### src/rtl/adder16_sched_pkg.sv
// Package for the shared 16-bit adder scheduler.
// Holds the word width, the scheduler state encoding and the round-robin
// pick function used by rr_arb.
package adder16_sched_pkg;

    localparam int WORD_W  = 16;
    localparam int MAX_REQ = 8;

    typedef enum logic [0:0] {
        IDLE   = 1'b0,
        LOCKED = 1'b1
    } sched_state_t;

    typedef struct packed {
        logic       found;
        logic [2:0] idx;
    } rr_pick_t;

    // First set bit of valid[n-1:0], searching upward from ptr and wrapping mod n.
    function automatic rr_pick_t rr_pick(
        input logic [MAX_REQ-1:0] valid,
        input logic [2:0]         ptr,
        input int unsigned        n
    );
        rr_pick_t    res;
        int unsigned j;
        logic [2:0]  jj;
        res.found = 1'b0;
        res.idx   = 3'd0;
        for (int unsigned k = 0; k < MAX_REQ; k++) begin
            if (k < n) begin
                j  = ({29'd0, ptr} + k) % n;
                jj = 3'(j);
                if (valid[jj] && !res.found) begin
                    res.found = 1'b1;
                    res.idx   = jj;
                end
            end
        end
        return res;
    endfunction

endpackage

### src/rtl/carry_select_adder16.sv
// 16-bit carry-select adder: the low byte ripples, the high byte is computed
// for both possible carries and the low-byte carry selects between them.
// Ports: a, b (16-bit operands), cin (carry in), sum (16-bit), cout (bit 16).
module carry_select_adder16 (
    input  logic [15:0] a,
    input  logic [15:0] b,
    input  logic        cin,
    output logic [15:0] sum,
    output logic        cout
);

    logic [8:0] lo_s;
    logic [8:0] hi0_s;
    logic [8:0] hi1_s;

    // Low byte plus both speculative high-byte sums, then carry selection.
    always_comb begin
        lo_s  = {1'b0, a[7:0]} + {1'b0, b[7:0]} + {8'd0, cin};
        hi0_s = {1'b0, a[15:8]} + {1'b0, b[15:8]};
        hi1_s = {1'b0, a[15:8]} + {1'b0, b[15:8]} + 9'd1;
        if (lo_s[8]) begin
            sum  = {hi1_s[7:0], lo_s[7:0]};
            cout = hi1_s[8];
        end else begin
            sum  = {hi0_s[7:0], lo_s[7:0]};
            cout = hi0_s[8];
        end
    end

endmodule

### src/rtl/rr_arb.sv
// NREQ-way pointer-based priority picker (purely combinational).
// Ports: valid (request vector), ptr (highest-priority index),
//        found (any request present), idx (chosen requester).
module rr_arb
    import adder16_sched_pkg::*;
#(
    parameter int NREQ = 4,
    parameter int IW   = 2
) (
    input  logic [NREQ-1:0] valid,
    input  logic [IW-1:0]   ptr,
    output logic            found,
    output logic [IW-1:0]   idx
);

    logic [MAX_REQ-1:0] valid8_s;
    rr_pick_t           pick_s;

    // Widen the request vector to the function's fixed width and pick.
    always_comb begin
        valid8_s             = {MAX_REQ{1'b0}};
        valid8_s[NREQ-1:0]   = valid;
        pick_s               = rr_pick(valid8_s, 3'(ptr), unsigned'(NREQ));
        found                = pick_s.found;
        idx                  = IW'(pick_s.idx);
    end

endmodule

### src/rtl/adder16_share_sched.sv
// Shares one carry_select_adder16 among NREQ requesters with round-robin
// arbitration. A burst (beats until last=1) locks the adder to its owner and
// chains each beat's carry out into the next beat's carry in.
// Ports: clk, rst (async, active-high); per-requester req_valid/req_ready,
//        req_a/req_b (16 bits each, requester i at [16*i+:16]), req_cin,
//        req_last; result register rsp_valid/rsp_ready, rsp_id, rsp_sum,
//        rsp_cout, rsp_last (1-cycle latency, holds under backpressure).
module adder16_share_sched
    import adder16_sched_pkg::*;
#(
    parameter int NREQ = 4,
    parameter int IDW  = 3
) (
    input  logic                   clk,
    input  logic                   rst,
    input  logic [NREQ-1:0]        req_valid,
    output logic [NREQ-1:0]        req_ready,
    input  logic [NREQ*WORD_W-1:0] req_a,
    input  logic [NREQ*WORD_W-1:0] req_b,
    input  logic [NREQ-1:0]        req_cin,
    input  logic [NREQ-1:0]        req_last,
    output logic                   rsp_valid,
    input  logic                   rsp_ready,
    output logic [IDW-1:0]         rsp_id,
    output logic [WORD_W-1:0]      rsp_sum,
    output logic                   rsp_cout,
    output logic                   rsp_last
);

    localparam int IW = (NREQ > 1) ? $clog2(NREQ) : 1;

    sched_state_t      state_r;
    sched_state_t      state_nxt_s;
    logic [IW-1:0]     rr_ptr_r;
    logic [IW-1:0]     lock_id_r;
    logic              carry_q_r;

    logic              rsp_valid_r;
    logic [IDW-1:0]    rsp_id_r;
    logic [WORD_W-1:0] rsp_sum_r;
    logic              rsp_cout_r;
    logic              rsp_last_r;

    logic              grant_found_s;
    logic [IW-1:0]     grant_idx_s;
    logic [IW-1:0]     sel_idx_s;
    logic              sel_valid_s;
    logic              sel_last_s;
    logic              slot_free_s;
    logic              accept_s;
    logic [IW-1:0]     rr_next_s;
    logic [WORD_W-1:0] add_a_s;
    logic [WORD_W-1:0] add_b_s;
    logic              add_cin_s;
    logic [WORD_W-1:0] add_sum_s;
    logic              add_cout_s;

    rr_arb #(
        .NREQ (NREQ),
        .IW   (IW)
    ) u_arb (
        .valid (req_valid),
        .ptr   (rr_ptr_r),
        .found (grant_found_s),
        .idx   (grant_idx_s)
    );

    carry_select_adder16 u_add (
        .a    (add_a_s),
        .b    (add_b_s),
        .cin  (add_cin_s),
        .sum  (add_sum_s),
        .cout (add_cout_s)
    );

    // FSM state register.
    always_ff @(posedge clk or posedge rst) begin
        if (rst) begin
            state_r <= IDLE;
        end else begin
            state_r <= state_nxt_s;
        end
    end

    // FSM next state: a non-last beat locks, a last beat in a lock unlocks.
    always_comb begin
        state_nxt_s = state_r;
        case (state_r)
            IDLE: begin
                if (accept_s && !sel_last_s) begin
                    state_nxt_s = LOCKED;
                end else begin
                    state_nxt_s = IDLE;
                end
            end
            LOCKED: begin
                if (accept_s && sel_last_s) begin
                    state_nxt_s = IDLE;
                end else begin
                    state_nxt_s = LOCKED;
                end
            end
            default: state_nxt_s = IDLE;
        endcase
    end

    // FSM outputs: grant selection, adder operand mux and req_ready.
    always_comb begin
        slot_free_s = !rsp_valid_r || rsp_ready;
        case (state_r)
            IDLE: begin
                sel_idx_s   = grant_idx_s;
                sel_valid_s = grant_found_s;
                add_cin_s   = req_cin[grant_idx_s];
            end
            LOCKED: begin
                // Mid-burst the carry comes from the previous beat only.
                sel_idx_s   = lock_id_r;
                sel_valid_s = req_valid[lock_id_r];
                add_cin_s   = carry_q_r;
            end
            default: begin
                sel_idx_s   = grant_idx_s;
                sel_valid_s = 1'b0;
                add_cin_s   = 1'b0;
            end
        endcase
        sel_last_s = req_last[sel_idx_s];
        add_a_s    = req_a[sel_idx_s*WORD_W +: WORD_W];
        add_b_s    = req_b[sel_idx_s*WORD_W +: WORD_W];
        // Gating with rst keeps grants off while reset is asserted.
        accept_s   = sel_valid_s && slot_free_s && !rst;
        req_ready  = {NREQ{1'b0}};
        if (accept_s) begin
            req_ready[sel_idx_s] = 1'b1;
        end else begin
            req_ready = {NREQ{1'b0}};
        end
        if (sel_idx_s == IW'(NREQ - 1)) begin
            rr_next_s = {IW{1'b0}};
        end else begin
            rr_next_s = sel_idx_s + IW'(1);
        end
    end

    // Burst context: chained carry, lock owner and round-robin pointer.
    always_ff @(posedge clk or posedge rst) begin
        if (rst) begin
            carry_q_r <= 1'b0;
            lock_id_r <= {IW{1'b0}};
            rr_ptr_r  <= {IW{1'b0}};
        end else if (accept_s) begin
            carry_q_r <= add_cout_s;
            if (state_r == IDLE && !sel_last_s) begin
                lock_id_r <= sel_idx_s;
            end
            // Pointer moves only when a burst completes.
            if (sel_last_s) begin
                rr_ptr_r <= rr_next_s;
            end
        end
    end

    // Result register: loads on accept, empties when drained with no accept.
    always_ff @(posedge clk or posedge rst) begin
        if (rst) begin
            rsp_valid_r <= 1'b0;
            rsp_id_r    <= {IDW{1'b0}};
            rsp_sum_r   <= {WORD_W{1'b0}};
            rsp_cout_r  <= 1'b0;
            rsp_last_r  <= 1'b0;
        end else if (slot_free_s) begin
            rsp_valid_r <= accept_s;
            if (accept_s) begin
                rsp_id_r   <= IDW'(sel_idx_s);
                rsp_sum_r  <= add_sum_s;
                rsp_cout_r <= add_cout_s;
                rsp_last_r <= sel_last_s;
            end
        end
    end

    assign rsp_valid = rsp_valid_r;
    assign rsp_id    = rsp_id_r;
    assign rsp_sum   = rsp_sum_r;
    assign rsp_cout  = rsp_cout_r;
    assign rsp_last  = rsp_last_r;

endmodule

### config.mk
export PLATFORM = sky130hd
export DESIGN_NAME = adder16_share_sched
export DESIGN_NICKNAME = d
export VERILOG_FILES = /design/src/rtl/adder16_sched_pkg.sv /design/src/rtl/carry_select_adder16.sv /design/src/rtl/rr_arb.sv /design/src/rtl/adder16_share_sched.sv
export SDC_FILE = /design/constraint.sdc
export NUM_CORES = 1
export LEC_CHECK = 0
export ABC_CLOCK_PERIOD_IN_PS = 10700
export BUFFER_PORTS_ARGS = -buffer_cell sky130_fd_sc_hd__buf_4
export CAP_MARGIN = 20
export CORE_ASPECT_RATIO = 1.75
export CORE_MARGIN = 2
export CORE_UTILIZATION = 50
export CTS_BUF_LIST = sky130_fd_sc_hd__clkbuf_16
export DETAILED_ROUTE_END_ITERATION = 12
export GPL_TIMING_DRIVEN = 0
export PLACE_DENSITY_LB_ADDON = 0.3
export SYNTH_ARGS = -nofsm -noshare
export SYNTH_HDL_FRONTEND = slang
export SYNTH_HIERARCHICAL = 1
export SYNTH_SLANG_ARGS = --single-unit
### constraint.sdc
create_clock -name clk -period 10.7 [get_ports clk]
set_input_delay 0.535 -clock clk [delete_from_list [all_inputs] [get_ports clk]]
set_output_delay 0.535 -clock clk [all_outputs]
set_load 0.01 [all_outputs]
# --- After elaboration in Yosys (flattened, before gate mapping) ---
# Cells that the tools add are included.
word_totals:
  ff_bits: 27
  wordCells: 78
classes:
  order_cmp: 8
  n_mux: 30
  bitwise: 1
  n_addsub: 8
  n_eq_ne: 1
  n_shift: 2
  n_reduce_logical: 19
ops:
  columns: ["cell", "n"]
  rows:
  - ["64-bit by 7-bit indexed part select with 16-bit output", 2]
  - ["4-bit two-way mux", 5]
  - ["8-bit by 8-bit adder with 9-bit output", 2]
  - ["2-bit by 4-bit less-than comparator with 1-bit output (second input constant)", 4]
  - ["16-bit two-way mux", 1]
  - ["1-bit binary-select mux with 2-bit select", 7]
  - ["1-bit two-way mux", 11]
  - ["9-bit by 1-bit adder with 9-bit output", 1]
  - ["9-bit by 1-bit adder with 9-bit output (second input constant)", 1]
  - ["1-bit logical AND", 9]
  - ["2-bit by 3-bit less-than comparator with 1-bit output (second input constant)", 3]
  - ["1-bit logical NOT", 6]
  - ["1-bit one-hot mux with 2 select lines", 3]
  - ["2-bit AND reduction", 3]
  - ["2-bit by 1-bit adder with 2-bit output (second input constant)", 2]
  - ["2-bit adder (second input constant)", 2]
  - ["2-bit one-hot mux with 2 select lines", 1]
  - ["1-bit demux with 2-bit select", 1]
  - ["2-bit == test (second input constant)", 1]
  - ["2-bit by 1-bit >= comparator with 1-bit output (second input constant)", 1]
  - ["2-bit two-way mux", 1]
  - ["1-bit logical OR", 1]
  - ["1-bit NOT", 1]

# --- Logic depth before layout (Yosys ltp) ---
# Gate-level depths: netlist (run 1).
logic_depth:
  word_depth: 19
  depth_mapped: 20
  depth_no_buf: 19

# --- By module ---
# Netlist (run 1), hierarchy kept.
by_module_without_submodules:
  columns: ["mod", "area_per_inst_um2", "n_inst", "cells_each"]
  rows:
  - ["adder16_share_sched", 2229.6, 1, 309]
  - ["carry_select_adder16", 810.8, 1, 101]
  - ["rr_arb", 73.8, 1, 12]

# --- Worst setup path after synthesis (run 1) ---
# OpenSTA, ideal clock, no wires.
synth_path:
  path_kind: "input-to-reg"
  from: "input port req_valid[2]"
  to: "register carry_q_r"
  setup_time_ns: 0.128
  path_stages: 20
  arrival_ns: 4.154
  path_slack_ns: 6.418
  path_buffers: 2
  cell_sequence: "mux2i_1 -> nor2_1 -> a311oi_1 -> mux2i_4 -> inv_2 -> clkbuf_1 -> buf_2 -> nand2_1 -> a31oi_1 -> inv_1 -> fa_1 -> inv_1 -> fa_1 -> a21o_1 -> a21oi_1 -> o21ai_2 -> nand3_1 -> nor4_2 -> xnor2_1 -> mux2_1"
synth_between:
  elab_chain_len: 17
synth_lines:
  columns: ["element", "line", "source"]
  rows:
  - ["from (decl)", "adder16_share_sched.sv:16", "input logic [NREQ-1:0] req_valid,"]
  - ["1-bit binary-select mux with 2-bit select", "adder16_sched_pkg.sv:34", "if (valid[jj] && !res.found) begin"]
  - ["1-bit two-way mux (implied by the code)", "adder16_sched_pkg.sv:34", null]
  - ["4-bit two-way mux", "adder16_sched_pkg.sv:34", null]
  - ["1-bit logical NOT", "adder16_sched_pkg.sv:34", null]
  - ["1-bit logical AND", "adder16_sched_pkg.sv:34", null]
  - ["4-bit two-way mux", "adder16_sched_pkg.sv:34", null]
  - ["1-bit logical NOT", "adder16_sched_pkg.sv:34", null]
  - ["1-bit logical AND", "adder16_sched_pkg.sv:34", null]
  - ["(+4 left out)", null, null]
  - ["via grant_idx_s[0]", "adder16_share_sched.sv:45", "logic [IW-1:0] grant_idx_s;"]
  - ["2-bit one-hot mux with 2 select lines *", "adder16_share_sched.sv:110", "case (state_r)"]
  - ["via sel_idx_s[0]", "adder16_share_sched.sv:46", "logic [IW-1:0] sel_idx_s;"]
  - ["64-bit by 7-bit indexed part select with 16-bit output *", "adder16_share_sched.sv:129", "add_a_s = req_a[sel_idx_s*WORD_W +: WORD_W];"]
  - ["via add_a_s[0]", "adder16_share_sched.sv:52", "logic [WORD_W-1:0] add_a_s;"]
  - ["8-bit by 8-bit adder with 9-bit output *", "carry_select_adder16.sv:18", "lo_s = {1'b0, a[7:0]} + {1'b0, b[7:0]} + {8'd0, cin};"]
  - ["9-bit by 1-bit adder with 9-bit output *", "carry_select_adder16.sv:18", null]
  - ["1-bit two-way mux *", "carry_select_adder16.sv:21", "if (lo_s[8]) begin"]
  - ["via add_cout_s", "adder16_share_sched.sv:56", "logic add_cout_s;"]
  - ["to (signal assigned)", "adder16_share_sched.sv:153", "carry_q_r <= add_cout_s;"]
  - ["to (decl)", "adder16_share_sched.sv:36", "logic carry_q_r;"]
# Mark *: on every way through the listed nets, which the timed path passes. The rest lies on a longest branch. The select of a mux whose other input is x is not followed.
# A chain may end at the register's enable or synchronous reset.

# --- Worst setup path after layout (run 1) ---
layout_path:
  from: "register rr_ptr_r[1]"
  to: "register rsp_sum_r[15] (netlist: rsp_sum[15])"
layout_between:
  elab_chain_len: 17
layout_lines:
  columns: ["element", "line", "source"]
  rows:
  - ["from (decl)", "adder16_share_sched.sv:34", "logic [IW-1:0] rr_ptr_r;"]
  - ["from (signal assigned)", "adder16_share_sched.sv:151", "rr_ptr_r <= {IW{1'b0}};"]
  - ["from (signal assigned)", "adder16_share_sched.sv:159", "rr_ptr_r <= rr_next_s;"]
  - ["branches (longest 11 deep; another with 2-bit by 1-bit adder with 2-bit output)", null, null]
  - ["4-bit two-way mux *", "adder16_sched_pkg.sv:34", null]
  - ["via grant_idx_s[0]", "adder16_share_sched.sv:45", null]
  - ["2-bit one-hot mux with 2 select lines *", "adder16_share_sched.sv:110", null]
  - ["64-bit by 7-bit indexed part select with 16-bit output *", "adder16_share_sched.sv:130", "add_b_s = req_b[sel_idx_s*WORD_W +: WORD_W];"]
  - ["via add_b_s[0]", "adder16_share_sched.sv:53", "logic [WORD_W-1:0] add_b_s;"]
  - ["8-bit by 8-bit adder with 9-bit output *", "carry_select_adder16.sv:18", null]
  - ["9-bit by 1-bit adder with 9-bit output *", "carry_select_adder16.sv:18", null]
  - ["16-bit two-way mux *", "carry_select_adder16.sv:21", null]
  - ["via add_sum_s[15]", "adder16_share_sched.sv:55", "logic [WORD_W-1:0] add_sum_s;"]
  - ["to (signal assigned)", "adder16_share_sched.sv:169", "rsp_sum_r <= {WORD_W{1'b0}};"]
  - ["to (signal assigned)", "adder16_share_sched.sv:176", "rsp_sum_r <= add_sum_s;"]
  - ["to (decl)", "adder16_share_sched.sv:40", "logic [WORD_W-1:0] rsp_sum_r;"]
# Mark *: on every way through the listed nets, which the timed path passes. The select of a mux whose other input is x is not followed.

==> results of run 1 <==
-- how the worst min path moves through the flow --
stage | startpoint | to | slack [ps] | cells past startpoint
CTS | rsp_last$_DFFE_PP0P_ | rsp_last$_DFFE_PP0P_ | 500 | 2
global route | rst | rsp_valid$_DFFE_PP0P_ | 370 | 2
finish | rst | rsp_valid$_DFFE_PP0P_ | 310 | 2
detailed placement | rsp_last$_DFFE_PP0P_ | rsp_last$_DFFE_PP0P_ | 480 | 2
global placement | rsp_last$_DFFE_PP0P_ | rsp_last$_DFFE_PP0P_ | 460 | 2
floorplan | carry_q_r$_DFFE_PP0P_ | carry_q_r$_DFFE_PP0P_ | 460 | 1
-- layer usage --
layer	vias up	GRT usage	wire [um]
li1	1786	-	-
met1	1727	0.3217	3783
met2	166	0.5902	5885
met3	41	0.02810	531
met4	0	0.2143	643
met5	-	0	0
-- registers in the layout, indices dropped and copies added (netlist names), named ones only --
register	flops
rsp_id	2
rsp_cout	1
lock_id_r	2
rsp_last	1
rr_ptr_r	2
rsp_sum	16
carry_q_r	1
rsp_valid	1
-- power by group --
| group | total [mW] | internal, mW | switching [mW] | leakage, nW |
|---|---|---|---|---|
| registers | 0.196 | 0.160 | 0.0365 | 0.322 |
| logic | 1.68 | 0.730 | 0.949 | 2.01 |
| clock network | 0.0864 | 0.0505 | 0.0359 | 0.0409 |
-- through the flow --
step           hold slack, ps  cell area [um2]  setup slack (ps)    util  cells
3_5_place_dp            483.6             4468              5442  0.7285    669
4_1_cts                 499.8             4548              5574  0.7415    673
6_report                311.1             4576              5514  0.7460    674
5_1_grt                 366.9             4576              5183  0.7460    674
2_1_floorplan           464.1             3114              6418       -    422
3_3_place_gp            463.3             4468              5630  0.7285    669
-- layout by cell type (no fill, tap or decap), types with 4 or more instances in the layout --
cell type  Yosys  layout
buf_4          1     168
nand2_1      141     141
and3_1        32      32
a31oi_1       32      32
dfrtp_1       27      27
ha_1          20      20
mux2_1        18      18
inv_1         16      16
clkbuf_1      15      15
nor2_1        15      15
a21oi_1       11      11
xnor2_1       11      11
buf_2          7       7
mux2i_1        5       5
o21ai_0        5       5
xor2_1         5       5
nand2b_1       4       4
nand4_1        4       4
-- worst register-to-register path, stage by stage (launching register included) --
cell and delay, ps:
dfrtp_1 470, mux2i_1 220, nor2_1 60, a311oi_1 590
mux2i_4 180, inv_2 180, clkbuf_1 410, nand2_1 170
and3_1 210, a31oi_1 280, inv_1 100, fa_1 420
inv_1 80, fa_1 210, a21o_1 130, a21oi_1 120
o21ai_2 300, nand4_1 270, nor4_2 280, xnor2_1 100
mux2_1 300
-- final cells by class --
cell class                 instances  area share
buffer                            25     0.02324
inverter                          19     0.01559
multi-input combinational        351      0.4941
clock buffer                       3     0.01641
sequential                        27      0.1477
clock inverter                     1    0.001094
tap                               80     0.02188
timing repair buffer             168      0.2800
-- kinds of logic after synthesis --
| kind of cell | share of synthesized area |
|---|---|
| xor+xnor | 0.05022 |
| flops | 0.2170 |
| buf+inv | 0.05705 |
| fa+ha+maj | 0.09964 |
| other cells | 0.001204 |
| mux | 0.1233 |
| simple gates | 0.3045 |
| compound gates | 0.1470 |
==> impl_metrics.toml, run 1 <==
[grt]
grt-ovfl-total = 0
track_usage = 0.3140
antenna_found_initial = 0
grt_pass1_vias = 3903
grt_max_degree = 28
grt_first_pass_wirelength_mm = 17.17

[sta]
finClkSkew_ps = 4.532
relSlewSlack = 0.5476
grt_setup_unrepaired = "false"
hold_violations = 0
max_freq_ghz = 0.1928
period_share = 0.4846
finalSetupTns_ps = 0
period_needed_ps = 5186
maxSlewViolCount = 0
worstMarginPinSlew_ps = 674.1
finalSetupViolations = 0

[routing]
vias = 3720
via_per_inst = 5.519
routed_wl_mm = 10.84
avgRoutedWirePerCell_um = 16.09
drc = 0
drt_iter0_drc = 194
drtPass1Iterations = 4
ant_nets = 0

[synthesis]
synthTopCellsByArea = "dfrtp_1 (22%), nand2_1 (17%), ha_1 (8.0%), mux2_1 (6.5%), a31oi_1 (6.4%)"
yosysMostFrequentCell = "nand2_1"
yosys_register_bits = 27
ys_types = 53
yosys.area.top_type = "dfrtp_1"
synth_top_area_share = 0.2170
synth_seq_area_share = 0.2170
synth.avg_cell_area_um2 = 7.380
netlist_area_mm2 = 0.003114
ys.flop_type = "dfrtp_1"
syn_inst = 422
async_flop_share = 1.000
synth_warnings = 6
synth_common_cells = "nand2_1 (141), a31oi_1 (32), and3_1 (32)"
synth-edff-count = 0
syn_nets = 588

[pwr]
power_density_mw_per_mm2 = 428.8
peakVddDrop_v = 0.0002837
power_mw = 1.962
p_leak_nw = 2.368

[worst_setup_path]
crit-reg2reg-capture = "rsp_sum[15]$_DFFE_PP0P_"
ff2ff_path_depth = 20
path_class = "register to register"
slowest_delay_ps = 590
critPathBufInv = 4
critPathArrivalTime_ps = 5340
r2r_slack_ps = 5510
crit_family = "compound AO/OA/AOI/OAI gates"
critPathSlowestCell = "a311oi_1"
crit_path_start = "rr_ptr_r[1]$_DFFE_PP0P_"
critical_path.endpoint = "rsp_sum[15]$_DFFE_PP0P_"
path_cells = "mux2i_1 -> nor2_1 -> a311oi_1 -> mux2i_4 -> inv_2 -> clkbuf_1 -> nand2_1 -> and3_1 -> a31oi_1 -> inv_1 -> fa_1 -> inv_1 -> fa_1 -> a21o_1 -> a21oi_1 -> o21ai_2 -> nand4_1 -> nor4_2 -> xnor2_1 -> mux2_1"
cp-end-kind = "register"
cp.depth = 20
start_kind = "register"
r2r-start = "rr_ptr_r[1]$_DFFE_PP0P_"
critPathRequiredTime_ps = 10850
critical_path.max_fanout = 10

[final_layout]
diodes = 0
fillCellCount = 475
area_growth_pct = 46.93
multi_input_area_mm2 = 0.002261
nNetsFinal = 761
regArea_um2 = 675.6
drive_above_1_share = 0.3401

[floorplan]
die_area_mm2 = 0.006901
ios = 169
die_h_um = 108.4
core-area_mm2 = 0.006133
start_util = 0.5078
rows = 38
die_w_um = 63.66

[clocking]
cts_made_buffers = 3
cts_hold_buf = 0
clkSinkCount = 27
post_cts_resized = 0
cts_htree_levels = 1
root_buffer = "clkbuf_16"
path_clk_slew_ps = 70
cts_tree = "built"
post_cts_buffers = 0
clk_latency_ps = 270
clockBufferDepth = 2

[placement]
dpl.hpwl_mm = 9.123
gp_congestion = 0.9453
io_buffer_count = 167

[hold_path]
hold_path.class = "input pin to async pin"

[flow_run]
maxCapViolCount = 0

[run_status]
run_status = "finished, final reports clean"
No activity file was read; power rests on OpenSTA's default activity.
==> inputs of run 2 (changes only) <==
--- a/config.mk
+++ b/config.mk
@@ -5,12 +5,12 @@
 export SDC_FILE = /design/constraint.sdc
 export NUM_CORES = 1
 export LEC_CHECK = 0
-export ABC_CLOCK_PERIOD_IN_PS = 10700
+export ABC_CLOCK_PERIOD_IN_PS = 4200
 export BUFFER_PORTS_ARGS = -buffer_cell sky130_fd_sc_hd__buf_4
 export CAP_MARGIN = 20
 export CORE_ASPECT_RATIO = 1.75
 export CORE_MARGIN = 2
-export CORE_UTILIZATION = 50
+export CORE_UTILIZATION = 42
 export CTS_BUF_LIST = sky130_fd_sc_hd__clkbuf_16
 export DETAILED_ROUTE_END_ITERATION = 12
 export GPL_TIMING_DRIVEN = 0
==> constraint.sdc (replaced) <==
create_clock -name clk -period 4.2 [get_ports clk]
set_input_delay 0.21 -clock clk [delete_from_list [all_inputs] [get_ports clk]]
set_output_delay 0.21 -clock clk [all_outputs]
set_load 0.01 [all_outputs]
==> impl_metrics.toml, run 2 (synthesized netlist as in run 1, its figures left out) <==
[sta]
worstMarginPinSlew_ps = 613.9
grt_setup_unrepaired = "true"
finClkSkew_ps = 2.948
period_needed_ps = 4132
maxSlewViolCount = 0
fin_ws_ps = 68.21
hold_violations = 0
relSlewSlack = 0.5903
holdWs_ps = 22.99
finalSetupViolations = 0
period_share = 0.9838
max_freq_ghz = 0.2420
finalSetupTns_ps = 0

[clocking]
clkSinkCount = 27
clockBufferDepth = 2
path_clk_slew_ps = 70
cts_htree_levels = 1
root_buffer = "clkbuf_16"
cts_hold_buf = 0
cts_made_buffers = 3
clk_latency_ps = 270
cts_tree = "built"

[final_layout]
largest_reg_flops = 16
final_cell_mix = "buf_4 (197), nand2_1 (138), and3_1 (31)"
fin_area_mm2 = 0.005090
drive_above_1_share = 0.4398
layout_commonest_cell = "buf_4"
fillCellCount = 604
nNetsFinal = 790
diodes = 0
area_growth_pct = 63.44

[floorplan]
die_h_um = 117.9
die_area_mm2 = 0.008146
start_util = 0.4336
ios = 169
core-area_mm2 = 0.007182
rows = 41
die_w_um = 69.09

[grt]
grt_max_degree = 28
antenna_found_initial = 0
grt_pass1_vias = 3914
track_usage = 0.2742
grt-ovfl-total = 0
grt_first_pass_wirelength_mm = 18.25

[routing]
routed_wl_mm = 12.01
met3_length_um = 707
via_per_inst = 5.495
wl_met1_mm = 4.012
route.met2.wl_mm = 6.674
avgRoutedWirePerCell_um = 16.94
drtPass1Iterations = 4
vias = 3896
drt_iter0_drc = 188
drc = 0
topRoutingLayerUsed = "met4"
ant_nets = 0

[placement]
gp_congestion = 0.9117
placed_area_mm2 = 0.004482
dpl.hpwl_mm = 9.327
place_ws_ps = -684.1
io_buffer_count = 167

[worst_setup_path]
cp-end-kind = "register"
start_kind = "register"
path_class = "register to register"
critPathRequiredTime_ps = 4360
critPathArrivalTime_ps = 4290
critical_path.max_fanout = 6

[pwr]
p_leak_nw = 2.615
power_density_mw_per_mm2 = 1207
peakVddDrop_v = 0.0006987
power_mw = 6.143

[run_status]
run_status = "finished, final reports clean"

[hold_path]
hold_path.class = "input pin to async pin"

[flow_run]
maxCapViolCount = 0
## run 2: power breakdown
group | internal [mW] | total [mW] | switching [mW]
sequential | 0.408 | 0.496 | 0.0875
combinational | 2.59 | 5.42 | 2.84
clock | 0.130 | 0.223 | 0.0937
## run 2: cell type report
type | instances | area, um2 | area share
Buffer | 24 | 193.9 | 0.03810
Clock buffer | 3 | 75.07 | 0.01475
Clock inverter | 1 | 7.507 | 0.001475
Inverter | 19 | 73.82 | 0.01450
Tap cell | 86 | 107.6 | 0.02114
Timing Repair Buffer | 198 | 1524 | 0.2994
Multi-Input combinational cell | 351 | 2431 | 0.4776
Sequential cell | 27 | 676.9 | 0.1330
## run 2: repair_timing
action | 4_1_cts | 5_1_grt
gates resized for setup | 24 | 57
endpoints found under the setup margin | 13 | 12
setup buffers | 7 | 22
pin swaps | 3 | 21
gates cloned | 0 | 1
## run 2: critical path, stage by stage (launching register included)
cell and delay [ps]:
dfrtp_2 420, mux2i_1 220, nor2_1 80, a311oi_2 370, mux2i_4 170, inv_4 150, buf_8 130, nand2_2 40
and3_1 170, a31oi_1 190, inv_1 100, fa_2 350, inv_2 70, fa_2 210, a21o_1 160, a21oi_4 80
o21ai_4 190, nand4_1 200, nor4_2 320, xnor2_1 120, mux2_4 270
## run 2: path summary, 6_finish.rpt
path	start	to	slack [ps]	depth (start not counted)
setup / recovery	rr_ptr_r[1]$_DFFE_PP0P_	rsp_sum[15]$_DFFE_PP0P_	70	20
hold reg to reg	carry_q_r$_DFFE_PP0P_	carry_q_r$_DFFE_PP0P_	500	1
hold / removal	rst	async pin	20	2
setup reg to reg	rr_ptr_r[1]$_DFFE_PP0P_	rsp_sum[15]$_DFFE_PP0P_	70	20
max in group asynchronous	rst	rsp_last$_DFFE_PP0P_	3680	3
min in group clk	rsp_ready	rsp_valid$_DFFE_PP0P_	240	3
## run 2: layer usage
metal  global-route usage  up-vias
met5                    0        -
met4               0.1360        0
met3              0.03082       45
met2               0.5294      199
met1               0.2818     1801
li1                     -     1851
## run 2: through the flow
step                      instances  utilization
after global routing            709       0.7087
after detailed placement        675       0.6240
after CTS                       686       0.6509
after floorplan                 422            -
after global placement          675       0.6240
final                           709       0.7087
==> inputs of run 3 (changes only) <==
--- a/config.mk
+++ b/config.mk
@@ -5,17 +5,17 @@
 export SDC_FILE = /design/constraint.sdc
 export NUM_CORES = 1
 export LEC_CHECK = 0
+export ABC_AREA = 1
 export ABC_CLOCK_PERIOD_IN_PS = 4200
 export BUFFER_PORTS_ARGS = -buffer_cell sky130_fd_sc_hd__buf_4
 export CAP_MARGIN = 20
 export CORE_ASPECT_RATIO = 1.75
 export CORE_MARGIN = 2
-export CORE_UTILIZATION = 42
+export CORE_UTILIZATION = 43
 export CTS_BUF_LIST = sky130_fd_sc_hd__clkbuf_16
 export DETAILED_ROUTE_END_ITERATION = 12
 export GPL_TIMING_DRIVEN = 0
 export PLACE_DENSITY_LB_ADDON = 0.3
 export SYNTH_ARGS = -nofsm -noshare
 export SYNTH_HDL_FRONTEND = slang
-export SYNTH_HIERARCHICAL = 1
 export SYNTH_SLANG_ARGS = --single-unit
==> impl_metrics.toml, run 3 <==
[routing]
topRoutingLayerUsed = "met4"
avgRoutedWirePerCell_um = 16.17
drc = 0
via_per_inst = 5.479
wl_met1_mm = 4.425
routed_wl_mm = 12.57
route.met2.wl_mm = 6.999
vias = 4257
ant_nets = 0
met3_length_um = 590
drtPass1Iterations = 4
drt_iter0_drc = 148

[sta]
hold_violations = 0
period_needed_ps = 4011
maxSlewViolCount = 0
finClkSkew_ps = 2.172
period_share = 0.9549
grt_setup_unrepaired = "false"
max_freq_ghz = 0.2493
finalSetupViolations = 0

[worst_setup_path]
crit-reg2reg-capture = "rsp_sum[15]$_DFFE_PP0P_"
crit_top_cell = "nand2_2"
path_cells = "buf_6 -> nand2_2 -> nand2_2 -> nand2_2 -> nand2_2 -> nor2_4 -> nand3_2 -> nand2_2 -> nand2_2 -> nand2_4 -> buf_6 -> o21ai_0 -> o21ai_2 -> fa_2 -> inv_1 -> fa_2 -> o21ai_2 -> nand4_1 -> nand2_2 -> nand4_1 -> o31ai_1 -> nand2_1 -> nand2_1"
critPathBufInv = 3
critical_path.max_fanout = 10
path_class = "register to register"
slowest_delay_ps = 420
r2r_slack_ps = 190
crit_family = "simple AND/OR/NAND/NOR gates"
r2r-start = "rr_ptr_r[0]$_DFFE_PP0P_"
start_kind = "register"
cp-end-kind = "register"
critPathArrivalTime_ps = 4220
critPathSlowestCell = "dfrtp_1"
ff2ff_path_depth = 23
critPathRequiredTime_ps = 4410

[final_layout]
fin_area_mm2 = 0.005091
nNetsFinal = 854
final_cell_mix = "buf_4 (175), nand2_1 (102), o21ai_0 (52)"
utilization = 0.6437
instances_no_fill = 777
largest_reg_flops = 16
diodes = 0
area_growth_pct = 46.42
layout_commonest_cell = "buf_4"
drive_above_1_share = 0.4076

[floorplan]
start_util = 0.4396
ios = 169
die_h_um = 123.0
die_w_um = 71.98
core-area_mm2 = 0.007909
die_area_mm2 = 0.008850
rows = 43

[run_status]
run_status = "finished, final reports clean"

[synthesis]
syn_nets = 676
ys.flop_type = "dfrtp_1"
yosysMostFrequentCell = "nand2_1"
synth_common_cells = "nand2_1 (104), o21ai_0 (53), nor2_1 (51)"
synth_warnings = 0
syn_inst = 510
synth-edff-count = 0
yosys.area.top_type = "dfrtp_1"
async_flop_share = 1.000
ys_types = 41
netlist_area_mm2 = 0.003477
synth_top_area_share = 0.1943
synthTopCellsByArea = "dfrtp_1 (19%), nand2_1 (11%), o21ai_0 (7.6%), ha_1 (7.2%), o211ai_2 (6.8%)"
synth.avg_cell_area_um2 = 6.818
yosys_register_bits = 27
synth_seq_area_share = 0.1943

[hold_path]
hold_path.class = "input pin to register"
min_to = "rsp_valid$_DFFE_PP0P_"
hp-start = "rsp_ready"
whs_path_depth = 2

[clocking]
clkSinkCount = 27
cts_made_buffers = 3
root_buffer = "clkbuf_16"
cts_htree_levels = 1
clk_latency_ps = 260
cts_tree = "built"
path_clk_slew_ps = 70
clockBufferDepth = 2

[placement]
io_buffer_count = 167
place_inst = 767
placed_area_mm2 = 0.004843
dpl.hpwl_mm = 10.60
gp_congestion = 0.8932

[grt]
grt_first_pass_wirelength_mm = 19.58
grt-ovfl-total = 0
grt_max_degree = 29
track_usage = 0.2821
antenna_found_initial = 0
grt_pass1_vias = 4408

[flow_run]
maxCapViolCount = 0
## run 3: area by class of cell
class / instances / area, um2
fill: 768 / 2818
multi-input combinational: 415 / 2522
timing repair buffer: 173 / 1321
sequential: 27 / 676.9
buffer: 27 / 219.0
inverter: 41 / 158.9
tap: 90 / 112.6
clock buffer: 3 / 75.07
clock inverter: 1 / 5.005
## run 3: layer usage
metal,GRT usage,vias up
li1,-,2075
met1,0.2793,1961
met2,0.5625,181
met3,0.02200,40
met4,0.1474,0
met5,0,-
## run 3: through the flow
step                worst slack [ps]  hold WS, ps  TNS [ps]
detailed placement            -330.0        420.4     -1600
global placement              -179.4        415.6    -597.9
CTS                            5.619        141.6         0
global route                   3.867        160.0         0
floorplan                      492.4        268.6         0
finish                         189.3        142.3         0
## run 3: worst register-to-register path, delay by kind of cell, from the launching register on
| kind | cells | cell delay (ps) |
|---|---|---|
| AND/OR/NAND/NOR | 14 | 1750 |
| AO/OA/AOI/OAI | 4 | 820 |
| adder cells (fa/ha/maj) | 2 | 600 |
| flip-flops | 1 | 420 |
| buffers and inverters | 3 | 370 |
## run 3: how the worst max path moves through the flow
stage                       startpoint                 endpoint  slack, ps  cells after the start
2_1_floorplan  rr_ptr_r[0]$_DFFE_PP0P_    carry_q_r$_DFFE_PP0P_        490                     25
3_3_place_gp   rr_ptr_r[0]$_DFFE_PP0P_    carry_q_r$_DFFE_PP0P_       -180                     25
3_5_place_dp   rr_ptr_r[0]$_DFFE_PP0P_    carry_q_r$_DFFE_PP0P_       -330                     25
4_1_cts        rr_ptr_r[0]$_DFFE_PP0P_  rsp_sum[15]$_DFFE_PP0P_          6                     22
5_1_grt        rr_ptr_r[0]$_DFFE_PP0P_  rsp_sum[15]$_DFFE_PP0P_          4                     24
6_report       rr_ptr_r[0]$_DFFE_PP0P_  rsp_sum[15]$_DFFE_PP0P_        190                     23
## run 3: repair_timing
action	in CTS	in global routing
gates cloned	0	0
gates resized for setup	5	32
buffers inserted	0	4
hold endpoints to repair	0	4
hold buffers	0	1
pin swaps	0	9
endpoints found under the setup margin	7	9
## run 3: cells by family after synthesis
kind of cell,count (synthesis),share of synthesized area
other,1,0.001078
XOR/XNOR,13,0.03275
adder cells (fa/ha/maj),23,0.08924
AND/OR/NAND/NOR,236,0.3156
buffers and inverters,68,0.09932
flip-flops,27,0.1943
AO/OA/AOI/OAI,142,0.2677
Power of run 3 is left out: the tool's default activity adds up to more than one toggle a clock period on the data nets, which glitch-free logic cannot reach.
